<file path="config.mk">
export PLATFORM = sky130hd
export DESIGN_NAME = bp_cce_mshr_bank
export DESIGN_NICKNAME = d
export VERILOG_FILES = /design/src/rtl/bp_me_pkg.sv /design/src/rtl/bp_cce_mshr_alloc.sv /design/src/rtl/bp_cce_mshr_bank.sv
export SDC_FILE = /design/constraint.sdc
export NUM_CORES = 2
export LEC_CHECK = 0
export BUFFER_PORTS_ARGS = -buffer_cell sky130_fd_sc_hd__buf_2
export CORE_AREA = 2 2 321 323
export CTS_CLUSTER_DIAMETER = 80
export DETAILED_ROUTE_END_ITERATION = 8
export DIE_AREA = 0 0 323 325
export HOLD_SLACK_MARGIN = 0.03
export PLACE_DENSITY = 0.61
export SLEW_MARGIN = 5
export SYNTH_ARGS = -nofsm -noshare
export SYNTH_HDL_FRONTEND = slang
export SYNTH_SLANG_ARGS = --single-unit
</file>
<file path="constraint.sdc">
create_clock -name clk_i -period 4.2 [get_ports clk_i]
set_input_delay 0.63 -clock clk_i [delete_from_list [all_inputs] [get_ports clk_i]]
set_output_delay 0.63 -clock clk_i [all_outputs]
set_load 0.02 [all_outputs]
</file>
<file path="src/rtl/bp_me_pkg.sv">
// rtl/bp_me_pkg.sv - shared CCE/ME types: coherence states, MSHR field-enable indices, entry struct macro
`ifndef BP_ME_PKG_SV
`define BP_ME_PKG_SV

`define DECLARE_BP_CCE_MSHR_ENTRY_S(lce_id_width_mp, paddr_width_mp, num_flags_mp) \
  typedef struct packed { \
    logic [lce_id_width_mp-1:0]                lce_id; \
    logic [paddr_width_mp-1:0]                 paddr; \
    logic [bp_me_pkg::mshr_way_width_gp-1:0]   way_id; \
    bp_me_pkg::bp_coh_states_e                 next_coh_state; \
    logic [num_flags_mp-1:0]                   flags; \
  } bp_cce_mshr_entry_s

`define BP_CCE_MSHR_ENTRY_WIDTH(lce_id_width_mp, paddr_width_mp, num_flags_mp) \
  (lce_id_width_mp + paddr_width_mp + bp_me_pkg::mshr_way_width_gp + 3 + num_flags_mp)

package bp_me_pkg;

  localparam int mshr_way_width_gp = 8;

  typedef enum logic [2:0] {
    e_COH_I = 3'b000,
    e_COH_S = 3'b001,
    e_COH_E = 3'b010,
    e_COH_F = 3'b011,
    e_COH_M = 3'b110,
    e_COH_O = 3'b111
  } bp_coh_states_e;

  typedef enum logic [1:0] {
    e_mshr_fld_lce   = 2'd0,
    e_mshr_fld_paddr = 2'd1,
    e_mshr_fld_way   = 2'd2,
    e_mshr_fld_ncs   = 2'd3
  } bp_cce_mshr_fld_e;

endpackage

`endif

</file>
<file path="src/rtl/bp_cce_mshr_alloc.sv">
// rtl/bp_cce_mshr_alloc.sv - lowest-free-entry priority encoder and busy popcount for the MSHR bank
module bp_cce_mshr_alloc
  #(parameter int num_mshr_p    = 4,
    parameter int id_width_p    = 2,
    parameter int count_width_p = 3)
  (input  logic [num_mshr_p-1:0]    busy_i,
   input  logic [num_mshr_p-1:0]    busy_next_i,
   output logic                     ready_o,
   output logic [id_width_p-1:0]    id_o,
   output logic [count_width_p-1:0] count_next_o);

  assign ready_o = |(~busy_i);

  // Scan high-to-low so the last hit (lowest index) wins.
  always_comb begin
    id_o = '0;
    for (int i = num_mshr_p-1; i >= 0; i--) begin
      if (!busy_i[i]) id_o = id_width_p'(i);
    end
  end

  always_comb begin
    count_next_o = '0;
    for (int i = 0; i < num_mshr_p; i++) begin
      count_next_o = count_next_o + count_width_p'(busy_next_i[i]);
    end
  end

endmodule

</file>
<file path="src/rtl/bp_cce_mshr_bank.sv">
// rtl/bp_cce_mshr_bank.sv - CCE MSHR bank with shared GPRs; BP_CCE_MSHR_BANK_PERF_EN adds the alloc-blocked counter
module bp_cce_mshr_bank
  import bp_me_pkg::*;
  #(parameter int num_mshr_p     = 4,
    parameter int gpr_num_p      = 8,
    parameter int gpr_width_p    = 64,
    parameter int paddr_width_p  = 40,
    parameter int lce_id_width_p = 4,
    parameter int num_flags_p    = 16,
    localparam int id_w_lp       = (num_mshr_p > 1) ? $clog2(num_mshr_p) : 1,
    localparam int gpr_id_w_lp   = (gpr_num_p > 1) ? $clog2(gpr_num_p) : 1,
    localparam int count_w_lp    = $clog2(num_mshr_p+1),
    localparam int entry_w_lp    = `BP_CCE_MSHR_ENTRY_WIDTH(lce_id_width_p, paddr_width_p, num_flags_p))
  (input  logic                             clk_i,
   input  logic                             reset_n_i,
   input  logic                             stall_i,
   input  logic                             alloc_v_i,
   input  logic [lce_id_width_p-1:0]        alloc_lce_id_i,
   input  logic [paddr_width_p-1:0]         alloc_paddr_i,
   input  logic [num_flags_p-1:0]           alloc_flags_i,
   output logic                             alloc_ready_o,
   output logic [id_w_lp-1:0]               alloc_id_o,
   input  logic [id_w_lp-1:0]               sel_id_i,
   input  logic [3:0]                       field_w_v_i,
   input  logic [num_flags_p-1:0]           flag_w_v_i,
   input  logic [gpr_width_p-1:0]           src_a_i,
   input  logic                             release_v_i,
   input  logic [gpr_num_p-1:0]             gpr_w_mask_i,
   input  logic                             dir_addr_v_i,
   input  logic [gpr_id_w_lp-1:0]           dir_addr_gpr_i,
   input  logic [paddr_width_p-1:0]         dir_addr_i,
   output logic [entry_w_lp-1:0]            mshr_o,
   output logic [num_mshr_p-1:0]            busy_o,
   output logic [count_w_lp-1:0]            busy_count_o,
   output logic [gpr_num_p*gpr_width_p-1:0] gpr_o,
   output logic                             err_o,
   output logic [15:0]                      perf_block_cnt_o);

  `DECLARE_BP_CCE_MSHR_ENTRY_S(lce_id_width_p, paddr_width_p, num_flags_p);

  bp_cce_mshr_entry_s [num_mshr_p-1:0]        entries_r, entries_n;
  logic [num_mshr_p-1:0]                      busy_r, busy_n;
  logic [count_w_lp-1:0]                      count_r, count_n;
  logic [gpr_num_p-1:0][gpr_width_p-1:0]      gpr_r, gpr_n;
  logic                                       err_r, err_n;
  logic                                       sel_busy, ucode_wr, alloc_fire;

  bp_cce_mshr_alloc
    #(.num_mshr_p(num_mshr_p), .id_width_p(id_w_lp), .count_width_p(count_w_lp))
    alloc
     (.busy_i(busy_r),
      .busy_next_i(busy_n),
      .ready_o(alloc_ready_o),
      .id_o(alloc_id_o),
      .count_next_o(count_n));

  assign alloc_fire = alloc_v_i & alloc_ready_o & ~stall_i;
  assign ucode_wr   = release_v_i | (|field_w_v_i) | (|flag_w_v_i);

  // Out-of-range sel_id_i reads as a non-busy, all-zero entry.
  always_comb begin
    sel_busy = 1'b0;
    mshr_o   = '0;
    for (int i = 0; i < num_mshr_p; i++) begin
      if (sel_id_i == id_w_lp'(i)) begin
        sel_busy = busy_r[i];
        mshr_o   = entries_r[i];
      end
    end
  end

  // Release beats field writes on the same entry; allocation lands on a free
  // entry so it never collides with a legal ucode write.
  always_comb begin
    entries_n = entries_r;
    busy_n    = busy_r;
    err_n     = err_r;
    if (~stall_i) begin
      if (ucode_wr && !sel_busy) err_n = 1'b1;
      for (int i = 0; i < num_mshr_p; i++) begin
        if (busy_r[i] && sel_id_i == id_w_lp'(i)) begin
          if (release_v_i) begin
            entries_n[i] = '0;
            busy_n[i]    = 1'b0;
          end else begin
            if (field_w_v_i[e_mshr_fld_lce])   entries_n[i].lce_id = src_a_i[lce_id_width_p-1:0];
            if (field_w_v_i[e_mshr_fld_paddr]) entries_n[i].paddr  = src_a_i[paddr_width_p-1:0];
            if (field_w_v_i[e_mshr_fld_way])   entries_n[i].way_id = src_a_i[mshr_way_width_gp-1:0];
            if (field_w_v_i[e_mshr_fld_ncs])
              entries_n[i].next_coh_state = bp_coh_states_e'(src_a_i[2:0]);
            for (int j = 0; j < num_flags_p; j++) begin
              if (flag_w_v_i[j]) entries_n[i].flags[j] = src_a_i[j];
            end
          end
        end
      end
      if (alloc_fire) begin
        for (int i = 0; i < num_mshr_p; i++) begin
          if (alloc_id_o == id_w_lp'(i)) begin
            entries_n[i].lce_id         = alloc_lce_id_i;
            entries_n[i].paddr          = alloc_paddr_i;
            entries_n[i].way_id         = '0;
            entries_n[i].next_coh_state = e_COH_I;
            entries_n[i].flags          = alloc_flags_i;
            busy_n[i]                   = 1'b1;
          end
        end
      end
    end
  end

  // Directory address writes bypass the stall and override the masked write.
  always_comb begin
    gpr_n = gpr_r;
    if (~stall_i) begin
      for (int g = 0; g < gpr_num_p; g++) begin
        if (gpr_w_mask_i[g]) gpr_n[g] = src_a_i;
      end
    end
    if (dir_addr_v_i) begin
      for (int g = 0; g < gpr_num_p; g++) begin
        if (dir_addr_gpr_i == gpr_id_w_lp'(g)) gpr_n[g] = gpr_width_p'(dir_addr_i);
      end
    end
  end

  always_ff @(posedge clk_i) begin
    if (!reset_n_i) begin
      entries_r <= '0;
      busy_r    <= '0;
      count_r   <= '0;
      gpr_r     <= '0;
      err_r     <= 1'b0;
    end else begin
      entries_r <= entries_n;
      busy_r    <= busy_n;
      count_r   <= count_n;
      gpr_r     <= gpr_n;
      err_r     <= err_n;
    end
  end

  assign busy_o       = busy_r;
  assign busy_count_o = count_r;
  assign gpr_o        = gpr_r;
  assign err_o        = err_r;

`ifdef BP_CCE_MSHR_BANK_PERF_EN
  logic [15:0] perf_cnt_r;

  always_ff @(posedge clk_i) begin
    if (!reset_n_i)
      perf_cnt_r <= '0;
    else if (alloc_v_i && !alloc_ready_o && perf_cnt_r != 16'hFFFF)
      perf_cnt_r <= perf_cnt_r + 16'd1;
  end

  assign perf_block_cnt_o = perf_cnt_r;
`else
  assign perf_block_cnt_o = '0;
`endif

endmodule

</file>
==> flow_metrics.tcl <==
set metrics [dict create \
    post_route_cells_drive_above_1_share 0.2417 \
    drcViolationCount 0 \
    post-place-ws_ns 1.073 \
    setup.worst_path.class "in2out" \
    share_of_synthesized_cell_area_in_and_or_nand_and_nor_gates 0.1960 \
    drtIter0Drc 4965 \
    timing.max_cap.violations 0 \
    leakage_nw 20.75 \
    max-slew-margin-rel 0.2087 \
    route.antenna.remaining_nets 0 \
    post-synth-top-area-cell "dfxtp_1" \
    worstPathRequired_ns 3.57 \
    arithmetic_cell_share_of_the_synthesized_area_counting_full_adders_half_adders_and_majority_gates 0.001216 \
    worst-endpoint-arrival_ns 2.47 \
    cts.repair_timing.setup_buffer_count 0 \
    die_height_um 325 \
    pin_count_of_the_biggest_net_entering_global_routing 158 \
    portion_of_the_clock_cycle_consumed_by_the_worst_path_in_the_final_layout 0.7377 \
    cell_variety_after_synth 54 \
    most_used_cells_in_the_layout_excluding_fill_and_tap_cells "nand2_1 (1093), dfxtp_1 (804), buf_2 (792)" \
    ys_seq_area_frac 0.4345 \
    dieWidth_um 323 \
    clock_path_buffers 3 \
    std_cell_rows 117 \
    boundaryPins 813 \
    grt_setup_unrepaired "false" \
    global_route.usage.total 0.3127 \
    clkSlewWorstSetupHoldPaths_ns 0.06 \
    globalRoute.totalOverflow 0 \
    htreeDepth 3 \
    postLayoutSetupSlackWorst_ns 1.102 \
    crit_path_max_fanout 27 \
    ir_worst_vdd_mv 0.3203 \
    end_kind "primary output" \
    hold_class "in2reg" \
    synth_compound_area_frac 0.2612 \
    start_kind "primary input" \
    vias_per_cell 6.058 \
    setup-tns-final_ns 0 \
    synth_xor_xnor_area_share 0 \
    dp_hpwl_um 114400 \
    placed_cells 6159 \
    num_vias 38390 \
    coreArea_um2 101300 \
    mappedNetlistArea_um2 37040 \
    clock-root-buffer "clkbuf_16" \
    number_of_max_slew_violations_in_the_final_report 0 \
    drt_wl_total_um 172400 \
    power.sequential.fraction 0.427 \
    cell_internal_pwr_mw 13.46 \
    synth.mux.area_fraction 0.04317 \
    detail_route.first_pass.iterations 6 \
    most_common_cell_after_layout_fill_and_taps_aside "nand2_1" \
    tritoncts "done" \
    asyncSetResetFlopFracSynth 0 \
    largest_family_of_logic_cells_by_synthesized_area "compound AO/OA/AOI/OAI gates" \
    status "finished clean" \
    grt_pass1_vias 35370 \
    maxClockFrequency_mhz 322.8 \
    clk_lat_worst_skew_ns 0.68 \
    synth-main-ff-cell "dfxtp_1" \
    postCtsResizedCells 0 \
    pwr_density_cell_nw_per_um2 433.1 \
    timing.final.setup_violations 0 \
    nNetsFinal 5091 \
    port_buffers 796 \
    floorplan.initialDensity 0.3657 \
    first_pass_grt_wire_length_um 248100 \
    synth-warning-count 0 \
    post-synth-top-area-fraction 0.4345 \
    edff_count_synth 0 \
    timing_hold_violations_final 0 \
    netlist_instances 4439 \
    layout.filler_cells 10140 \
    fin_skew_ns 0.01161 \
    floorplan.die_area_um2 105000 \
    cts_inserted_buffers 92 \
    synthesis.area_per_instance_um2 8.345 \
    detail_route.wl_per_cell_um 27.21 \
    synth_top_cells_by_area "dfxtp_1 (43%), nand2_1 (11%), o211a_1 (8.6%)" \
    finalWeightedCongestion 0.8997 \
    comb_power_share 0.153 \
    clock_sink_count 804 \
    switching_share 0.3010 \
    final-instance-count-excl-fill 6336 \
    areaGrowthSynthToFinish_pct 20.02 \
    hold_buffers 0 \
    clock_power_share 0.420 \
    number_of_antenna_violations_at_the_first_check_in_global_routing 22 \
    postLayoutCoreUtil 0.4388 \
    flops_latches_synth 804 \
    total_switching_power_mw 5.796 \
    finalWorstPathRequiredPeriod_ns 3.098 \
    r2r_setup_slack_ns 1.72 \
    worst-slew-pin-transition_ns 1.184 \
]
cells in the mapped netlist (55+ instances only):
| cell | instances |
|---|---|
| nand2_1 | 1098 |
| dfxtp_1 | 804 |
| nand3_1 | 415 |
| clkbuf_1 | 341 |
| o211a_1 | 320 |
| a21oi_1 | 250 |
| o21ai_0 | 217 |
| buf_2 | 123 |
| a22oi_1 | 122 |
| o221ai_1 | 119 |
| mux4_2 | 71 |
| nor2_1 | 66 |
| o21ai_1 | 60 |
| a221oi_1 | 55 |
area by class of cell:
type                       instances  area [um2]  share of cell area
sequential                       804       16100              0.3620
clock buffer                     138        2665             0.05995
multi-input combinational       3099       18910              0.4255
tap                             1368        1712             0.03850
antenna                           16       40.04           0.0009006
inverter                           3       12.51           0.0002814
clock inverter                    23       272.8            0.006135
timing repair buffer             885        4745              0.1067
kinds of logic after synthesis:
kind of cell / count (synthesis)
buffers and inverters: 551
flip-flops: 804
AND/OR/NAND/NOR: 1696
multiplexers: 71
adder cells (fa/ha/maj): 3
other: 1
AO/OA/AOI/OAI: 1313
state kept, by name (all words and copies together) (netlist names):
signal and flops:
gpr_o 512, busy_count_o 3, entries_r 284, busy_o 4
err_o 1
power by group through the flow:
stage	combinational (mW)	clock, mW	sequential [mW]
floorplan	1.40	0	8.69
global placement	2.86	0	8.37
detailed placement	2.89	0	8.38
CTS	2.90	8.14	8.22
global route	3.10	8.44	8.27
finish	2.94	8.09	8.23
worst max-delay path: stages:
cell    delay [ns]
buf_4         0.43
buf_4         0.53
mux4_2        0.64
buf_2         0.19
layer usage:
layer / track usage / wire (um) / vias to the layer above
li1: - / - / 16790
met1: 0.4025 / 67580 / 18820
met2: 0.4811 / 76770 / 2365
met3: 0.08996 / 19460 / 403
met4: 0.1459 / 8546 / 10
met5: 0 / 64 / -
worst paths after layout:
path                                   from             end  cells past startpoint
worst max register to register    busy_o[0]  entries_r[146]                      5
worst max-delay path            sel_id_i[0]      mshr_o[55]                      4
worst min register to register   gpr_o[299]      gpr_o[299]                      2
worst min-delay path            src_a_i[41]      gpr_o[105]                      3
stage by stage:
stage / area [um2] / hold WS, ns / power [mW]
after global routing: 44450 / 0.2729 / 19.81
after floorplan: 37100 / 0.4506 / 10.09
after detailed placement: 41480 / 0.4430 / 11.28
after global placement: 41480 / 0.4388 / 11.23
final: 44460 / 0.2819 / 19.26
after CTS: 44420 / 0.2385 / 19.26
Note: power is estimated with default switching activity, not from simulation.
